$ cat config.mk
export PLATFORM = sky130hd
export DESIGN_NAME = fpu_d_div_seq
export DESIGN_NICKNAME = d
export VERILOG_FILES = /design/src/rtl/fpu_d_pkg.sv /design/src/rtl/fpu_d_round.sv /design/src/rtl/fpu_d_div_seq.sv
export SDC_FILE = /design/constraint.sdc
export NUM_CORES = 1
export LEC_CHECK = 0
export CORE_MARGIN = 4
export CORE_UTILIZATION = 59
export DETAILED_ROUTE_END_ITERATION = 10
export PLACE_DENSITY_LB_ADDON = 0.12
export SYNTH_ARGS = -nofsm -noshare
export SYNTH_HDL_FRONTEND = slang
export SYNTH_SLANG_ARGS = --single-unit
export TNS_END_PERCENT = 100
$ cat constraint.sdc
create_clock -name clk -period 7.15 [get_ports clk]
set_input_delay 1.43 -clock clk [delete_from_list [all_inputs] [get_ports clk]]
set_output_delay 1.43 -clock clk [all_outputs]
set_load 0.01 [all_outputs]
$ cat src/rtl/fpu_d_pkg.sv
`default_nettype none
// ============================================================================
// Module      : fpu_d_pkg
// Description : Shared types and constants for the sequential binary64
//               divider: FSM state encoding, rounding-mode codes, fflags
//               bit positions and the special result encodings.
// Revision    : 1.0 - initial release
// ============================================================================
package fpu_d_pkg;

  typedef enum logic [2:0] {
    ST_IDLE   = 3'd0,
    ST_UNPACK = 3'd1,
    ST_DIVIDE = 3'd2,
    ST_ROUND  = 3'd3,
    ST_DONE   = 3'd4
  } state_e;

  localparam logic [2:0] RM_RNE = 3'b000;
  localparam logic [2:0] RM_RTZ = 3'b001;
  localparam logic [2:0] RM_RDN = 3'b010;
  localparam logic [2:0] RM_RUP = 3'b011;
  localparam logic [2:0] RM_RMM = 3'b100;

  localparam int FLAG_NV = 4;
  localparam int FLAG_DZ = 3;
  localparam int FLAG_OF = 2;
  localparam int FLAG_UF = 1;
  localparam int FLAG_NX = 0;

  localparam logic [63:0] CANON_NAN  = 64'h7FF8_0000_0000_0000;
  localparam logic [63:0] MAX_FINITE = 64'h7FEF_FFFF_FFFF_FFFF;

endpackage
`default_nettype wire

$ cat src/rtl/fpu_d_round.sv
`default_nettype none
// ============================================================================
// Module      : fpu_d_round
// Description : Combinational rounding of a normalised quotient plus
//               overflow / underflow result selection and flag generation.
// Revision    : 1.0 - initial release
// ============================================================================
module fpu_d_round
  import fpu_d_pkg::*;
(
  input  logic               sign_i,
  input  logic signed [12:0] exp_i,
  input  logic [52:0]        mant_i,
  input  logic               guard_i,
  input  logic               round_i,
  input  logic               sticky_i,
  input  logic [2:0]         rm_i,
  output logic [63:0]        result_o,
  output logic [4:0]         fflags_o
);

  logic               w_inexact;
  logic               w_inc;
  logic               w_to_inf;
  logic [53:0]        w_mant_r;
  logic               w_carry;
  logic signed [12:0] w_exp_r;
  logic [51:0]        w_frac;

  // Increment decision, rounded mantissa/exponent and final result selection
  always_comb begin
    w_inexact = guard_i | round_i | sticky_i;
    // Unlisted rm codes fall into the default arm and behave as RNE.
    case (rm_i)
      RM_RTZ:  w_inc = 1'b0;
      RM_RDN:  w_inc = sign_i & w_inexact;
      RM_RUP:  w_inc = ~sign_i & w_inexact;
      RM_RMM:  w_inc = guard_i;
      default: w_inc = guard_i & (round_i | sticky_i | mant_i[0]);
    endcase
    case (rm_i)
      RM_RTZ:  w_to_inf = 1'b0;
      RM_RDN:  w_to_inf = sign_i;
      RM_RUP:  w_to_inf = ~sign_i;
      default: w_to_inf = 1'b1;
    endcase

    w_mant_r = {1'b0, mant_i} + {53'd0, w_inc};
    w_carry  = w_mant_r[53];
    // A carry out means the mantissa rolled over to exactly 2.0.
    w_frac   = w_carry ? 52'd0 : w_mant_r[51:0];
    w_exp_r  = exp_i + $signed({12'd0, w_carry});

    fflags_o = 5'd0;
    if (w_exp_r >= 13'sd2047) begin
      fflags_o[FLAG_OF] = 1'b1;
      fflags_o[FLAG_NX] = 1'b1;
      result_o = w_to_inf ? {sign_i, 11'h7FF, 52'd0} : {sign_i, MAX_FINITE[62:0]};
    end else if (w_exp_r <= 13'sd0) begin
      fflags_o[FLAG_UF] = 1'b1;
      fflags_o[FLAG_NX] = 1'b1;
      result_o = {sign_i, 63'd0};
    end else begin
      fflags_o[FLAG_NX] = w_inexact;
      result_o = {sign_i, w_exp_r[10:0], w_frac};
    end
  end

endmodule
`default_nettype wire

$ cat src/rtl/fpu_d_div_seq.sv
`default_nettype none
// ============================================================================
// Module      : fpu_d_div_seq
// Description : Sequential IEEE-754 binary64 divider, one restoring-division
//               quotient bit per cycle, with valid/ready handshakes.
// Revision    : 1.0 - initial release
// ============================================================================
module fpu_d_div_seq
  import fpu_d_pkg::*;
#(
  parameter int ITER_BITS = 56
) (
  input  logic        clk,
  input  logic        rst_n,
  input  logic        in_valid,
  output logic        in_ready,
  input  logic [63:0] rs1,
  input  logic [63:0] rs2,
  input  logic [2:0]  rm,
  output logic        out_valid,
  input  logic        out_ready,
  output logic [63:0] result,
  output logic [4:0]  fflags
);

  localparam int CW = $clog2(ITER_BITS + 1);
  localparam logic [CW-1:0] LAST_ITER = CW'(ITER_BITS - 1);

  state_e                state_q, state_d;
  logic [63:0]           a_q, a_d, b_q, b_d;
  logic [2:0]            rm_q, rm_d;
  logic                  sign_q, sign_d;
  logic signed [12:0]    exp_q, exp_d;
  logic [53:0]           rem_q, rem_d;
  logic [52:0]           div_q, div_d;
  logic [ITER_BITS-1:0]  quo_q, quo_d;
  logic [CW-1:0]         cnt_q, cnt_d;
  logic [63:0]           result_q, result_d;
  logic [4:0]            fflags_q, fflags_d;

  logic                  w_zero1, w_zero2, w_inf1, w_inf2, w_nan1, w_nan2, w_snan;
  logic                  w_sign, w_special;
  logic [63:0]           w_sp_res;
  logic [4:0]            w_sp_flg;
  logic signed [12:0]    w_exp;
  logic                  w_ge;
  logic [53:0]           w_rem_sel;
  logic [ITER_BITS-1:0]  w_norm;
  logic signed [12:0]    w_exp_n;
  logic                  w_sticky;
  logic [63:0]           w_rnd_res;
  logic [4:0]            w_rnd_flg;

  // Operand classification and special-case result (subnormals read as zero)
  always_comb begin
    w_zero1 = (a_q[62:52] == 11'd0);
    w_zero2 = (b_q[62:52] == 11'd0);
    w_inf1  = (&a_q[62:52]) & (a_q[51:0] == 52'd0);
    w_inf2  = (&b_q[62:52]) & (b_q[51:0] == 52'd0);
    w_nan1  = (&a_q[62:52]) & (|a_q[51:0]);
    w_nan2  = (&b_q[62:52]) & (|b_q[51:0]);
    w_snan  = (w_nan1 & ~a_q[51]) | (w_nan2 & ~b_q[51]);
    w_sign  = a_q[63] ^ b_q[63];
    w_exp   = $signed({2'b00, a_q[62:52]}) - $signed({2'b00, b_q[62:52]}) + 13'sd1023;

    w_special = 1'b1;
    w_sp_res  = 64'd0;
    w_sp_flg  = 5'd0;
    if (w_nan1 | w_nan2) begin
      w_sp_res         = CANON_NAN;
      w_sp_flg[FLAG_NV] = w_snan;
    end else if ((w_inf1 & w_inf2) | (w_zero1 & w_zero2)) begin
      w_sp_res         = CANON_NAN;
      w_sp_flg[FLAG_NV] = 1'b1;
    end else if (w_inf1) begin
      w_sp_res = {w_sign, 11'h7FF, 52'd0};
    end else if (w_inf2 | w_zero1) begin
      w_sp_res = {w_sign, 63'd0};
    end else if (w_zero2) begin
      w_sp_res         = {w_sign, 11'h7FF, 52'd0};
      w_sp_flg[FLAG_DZ] = 1'b1;
    end else begin
      w_special = 1'b0;
    end
  end

  // Restoring step and post-division normalisation
  always_comb begin
    w_ge      = (rem_q >= {1'b0, div_q});
    w_rem_sel = w_ge ? (rem_q - {1'b0, div_q}) : rem_q;
    // Quotient lies in (0.5, 2): a clear MSB needs a one-bit left shift.
    w_norm    = quo_q[ITER_BITS-1] ? quo_q : (quo_q << 1);
    w_exp_n   = quo_q[ITER_BITS-1] ? exp_q : (exp_q - 13'sd1);
    // Bits below the round position plus any nonzero remainder form sticky.
    w_sticky  = (|rem_q) | (|(w_norm << 55));
  end

  fpu_d_round u_round (
    .sign_i   (sign_q),
    .exp_i    (w_exp_n),
    .mant_i   (w_norm[ITER_BITS-1 -: 53]),
    .guard_i  (w_norm[ITER_BITS-54]),
    .round_i  (w_norm[ITER_BITS-55]),
    .sticky_i (w_sticky),
    .rm_i     (rm_q),
    .result_o (w_rnd_res),
    .fflags_o (w_rnd_flg)
  );

  // Next-state, datapath update and handshake outputs
  always_comb begin
    state_d   = state_q;
    a_d       = a_q;
    b_d       = b_q;
    rm_d      = rm_q;
    sign_d    = sign_q;
    exp_d     = exp_q;
    rem_d     = rem_q;
    div_d     = div_q;
    quo_d     = quo_q;
    cnt_d     = cnt_q;
    result_d  = result_q;
    fflags_d  = fflags_q;
    in_ready  = 1'b0;
    out_valid = 1'b0;
    case (state_q)
      ST_IDLE: begin
        in_ready = 1'b1;
        if (in_valid) begin
          a_d     = rs1;
          b_d     = rs2;
          rm_d    = rm;
          state_d = ST_UNPACK;
        end
      end
      ST_UNPACK: begin
        sign_d = w_sign;
        if (w_special) begin
          result_d = w_sp_res;
          fflags_d = w_sp_flg;
          state_d  = ST_DONE;
        end else begin
          rem_d   = {2'b01, a_q[51:0]};
          div_d   = {1'b1, b_q[51:0]};
          quo_d   = '0;
          cnt_d   = '0;
          exp_d   = w_exp;
          state_d = ST_DIVIDE;
        end
      end
      ST_DIVIDE: begin
        quo_d = {quo_q[ITER_BITS-2:0], w_ge};
        rem_d = {w_rem_sel[52:0], 1'b0};
        cnt_d = cnt_q + CW'(1);
        if (cnt_q == LAST_ITER) state_d = ST_ROUND;
      end
      ST_ROUND: begin
        result_d = w_rnd_res;
        fflags_d = w_rnd_flg;
        state_d  = ST_DONE;
      end
      ST_DONE: begin
        out_valid = 1'b1;
        if (out_ready) state_d = ST_IDLE;
      end
      default: state_d = ST_IDLE;
    endcase
  end

  // State and datapath registers, cleared asynchronously
  always_ff @(posedge clk or negedge rst_n) begin
    if (!rst_n) begin
      state_q  <= ST_IDLE;
      a_q      <= '0;
      b_q      <= '0;
      rm_q     <= '0;
      sign_q   <= 1'b0;
      exp_q    <= '0;
      rem_q    <= '0;
      div_q    <= '0;
      quo_q    <= '0;
      cnt_q    <= '0;
      result_q <= '0;
      fflags_q <= '0;
    end else begin
      state_q  <= state_d;
      a_q      <= a_d;
      b_q      <= b_d;
      rm_q     <= rm_d;
      sign_q   <= sign_d;
      exp_q    <= exp_d;
      rem_q    <= rem_d;
      div_q    <= div_d;
      quo_q    <= quo_d;
      cnt_q    <= cnt_d;
      result_q <= result_d;
      fflags_q <= fflags_d;
    end
  end

  assign result = result_q;
  assign fflags = fflags_q;

endmodule
`default_nettype wire
==> impl_metrics.csv <==
group,metric,value,unit
status,outcome,"finished clean",
placement,gp_congestion,0.957,
timing,fin_skew,26.4,ps
floorplanning,core,38700,um^2
worst_hold_path,min_to,"div_q[52]$_DFFE_PN0P_",
clock_tree,cts_tree,"done",
timing,relSlewSlack,0.203,
clock_tree,clockBufferDepth,3,
synthesis,synth_flop_cell,"dfrtp_1",
timing,worst_pin_slew,1190,ps
cells_and_area,nets,2895,
routing,first_pass_iters,8,
worst_setup_path,r2r-start,"rem_q[19]$_DFFE_PN0P_",
synthesis,synth-edff-count,0,
worst_hold_path,worstHoldStart,"div_q[52]$_DFFE_PN0P_",
timing,period_share,0.912,
power_and_ir_drop,p_leak,11.1,nW
timing,clock.fmax,153,MHz
routing,drc,0,
placement,port-buffer-count,205,
clock_tree,h-tree-depth,2,
power_and_ir_drop,powerDensity,517,nW/um^2
worst_hold_path,hold_depth,2,
global_routing,grt_max_degree,162,
clock_tree,ctsHoldBuffers,0,
global_routing,grt_pass1_vias,19400,
clock_tree,cts_buffers,42,
timing,grt_setup_unrepaired,"false",
clock_tree,cts_root_buf,"clkbuf_16",
synthesis,syn_inst,2603,
synthesis,ys_warn_count,0,
synthesis,ys_async_sr_fraction,1.00,
timing,tns,0,ps
worst_setup_path,crit_family,"simple AND/OR/NAND/NOR gates",
routing,vias,20000,
global_routing,grt_pass1_wl,103,mm
routing,via_per_inst,6.18,
cells_and_area,fillCellCount,2988,
floorplanning,rows,72,
worst_setup_path,cp.arrival,6970,ps
worst_setup_path,crit_path_max_fanout,50,
routing,first_iter_violations,1541,
timing,hold_viol,0,
synthesis,synth_top_area_share,0.416,
timing,setup_violations,0,
floorplanning,start_util,0.599,
global_routing,grt_usage,0.301,
cells_and_area,final_common_cell,"nand2_1",
global_routing,grt_antenna_before_repair,3,
routing,drt_wl_total,65.2,mm
clock_tree,clkSinkCount,386,
clock_tree,cts-resized-gates,0,
routing,wl_per_cell,20.1,um
synthesis,avgSynthCellArea,8.91,um^2
synthesis,synth_top_area_cell,"dfrtp_1",
synthesis,ys_seq_area_frac,0.416,
placement,place_ws,687,ps
clock_tree,postCtsSetupRepairBufs,0,
floorplanning,ios,206,
synthesis,syn-num-nets,2811,
power_and_ir_drop,ir_worst_vdd,348,uV
cells_and_area,drive_above_1_share,0.0889,
worst_setup_path,cp.required,7600,ps
floorplanning,die_y,206,um
cells_and_area,syn_to_final_growth,15.8,%
synthesis,synth_cell_types,77,
timing,finalWorstSetupSlack,632,ps
placement,dp_hpwl,47.7,mm
timing,slew_violations,0,
worst_setup_path,crit_buf_inv,2,
worst_setup_path,r2r_end,"result[50]$_DFFE_PN0P_",
cells_and_area,mostFrequentLayoutCells,"nand2_1, dfrtp_1, clkdlybuf4s50_1",
run,drv_cap,0,
timing,min_period,6520,ps
synthesis,ys_ff_latch,386,
clock_tree,clk_latency,580,ps
worst_setup_path,end_kind,"register",
floorplanning,dieArea,42600,um^2
routing,ant_nets,0,
worst_setup_path,ff2ff_setup_slack,630,ps
floorplanning,die_w,206,um
worst_setup_path,crit_path_start_kind,"register",
worst_hold_path,hp-class,"register to register",
worst_setup_path,path_class,"register to register",
global_routing,grt-ovfl-total,0,
synthesis,synth_area_leaders,"dfrtp_1, nand2_1, mux2_2, o21ai_0, ha_1",
worst_setup_path,crit_path_max_incr_delay,530,ps
synthesis,netlist_area,23200,um^2
worst_setup_path,crit_slowest_cell,"nor4_1",
worst_setup_path,r2r_cells,27,
clock_tree,clk_pin_slew,60,ps
state kept, by name, summed over array words and instances (netlist names), 3 cells and up:
name / cells
state_q: 3
quo_q: 56
rm_q: 3
div_q: 53
fflags: 5
result: 64
a_q: 64
exp_q: 13
b_q: 64
cnt_q: 6
rem_q: 54
cells in the mapped netlist (all sizes together) (48+ instances only):
library cell and number:
nand2 430, inv 100, xor2 77, dfrtp 386
nor4 56, clkbuf 157, o21ai 202, a221o 51
a21oi 126, ha 71, nor2 150, mux2 124
xnor2 88, a31oi 48, nand3 53, nand4 48
cells by family (layout without fill, tap and decap cells):
family | count (synthesis) | after routing | synth area share
flops | 386 | 386 | 0.416
xor+xnor | 165 | 165 | 0.0626
simple gates | 895 | 895 | 0.178
fa+ha+maj | 74 | 74 | 0.0404
other cells | 0 | 3 | 0
mux | 168 | 168 | 0.0792
compound gates | 626 | 626 | 0.174
buf+inv | 289 | 407 | 0.0498
worst min-delay path, delay by kind of cell (launching register included):
kind | cells | cell delay [ps]
buffers and inverters | 1 | 50
and+or+nand+nor | 1 | 50
DFF | 1 | 320
metal layers:
metal / GRT usage / routed length, um / vias up
met5: 0 / 0 / -
met4: 0.111 / 2450 / 0
met3: 0.0340 / 3410 / 151
met2: 0.517 / 31900 / 693
met1: 0.395 / 27400 / 9778
li1: - / - / 9419
power breakdown:
group,internal (mW),total (mW),switching (mW)
clock network,1.39,2.33,0.935
logic,3.13,7.55,4.42
registers,3.13,4.01,0.884
total,7.65,13.9,6.23
area by class of cell:
cell class              count  area [um^2]  share of cell area
well taps                 518          648              0.0241
diodes                      3         7.51            0.000279
clock inverters            17          223             0.00829
flip-flops and latches    386         9660               0.360
clock buffers              61         1270              0.0474
multi-input cells        1928        12400               0.462
inverters                 101          379              0.0141
repair buffers            228         2250              0.0839
metrics by stage:
stage	util	hold WS (ps)	std cells	total power, mW	instance area [um^2]
3_5_place_dp	0.655	441	3161	11.4	25400
3_3_place_gp	0.655	433	3161	11.3	25400
2_1_floorplan	-	418	2603	9.22	23200
6_report	0.694	453	3242	13.9	26900
5_1_grt	0.694	475	3242	14.9	26900
4_1_cts	0.694	455	3239	13.8	26900
worst max-delay path by stage:
stage / slack (ps) / endpoint / from / depth (start not counted)
3_3_place_gp: 830 / result[50]$_DFFE_PN0P_ / rem_q[19]$_DFFE_PN0P_ / 27
3_5_place_dp: 690 / result[39]$_DFFE_PN0P_ / quo_q[55]$_DFFE_PN0P_ / 26
4_1_cts: 660 / result[50]$_DFFE_PN0P_ / quo_q[55]$_DFFE_PN0P_ / 27
2_1_floorplan: 540 / result[50]$_DFFE_PN0P_ / quo_q[55]$_DFFE_PN0P_ / 29
5_1_grt: 260 / result[50]$_DFFE_PN0P_ / rem_q[41]$_DFFE_PN0P_ / 27
6_report: 630 / result[50]$_DFFE_PN0P_ / rem_q[19]$_DFFE_PN0P_ / 27
Note: power is estimated with default switching activity, not from simulation.
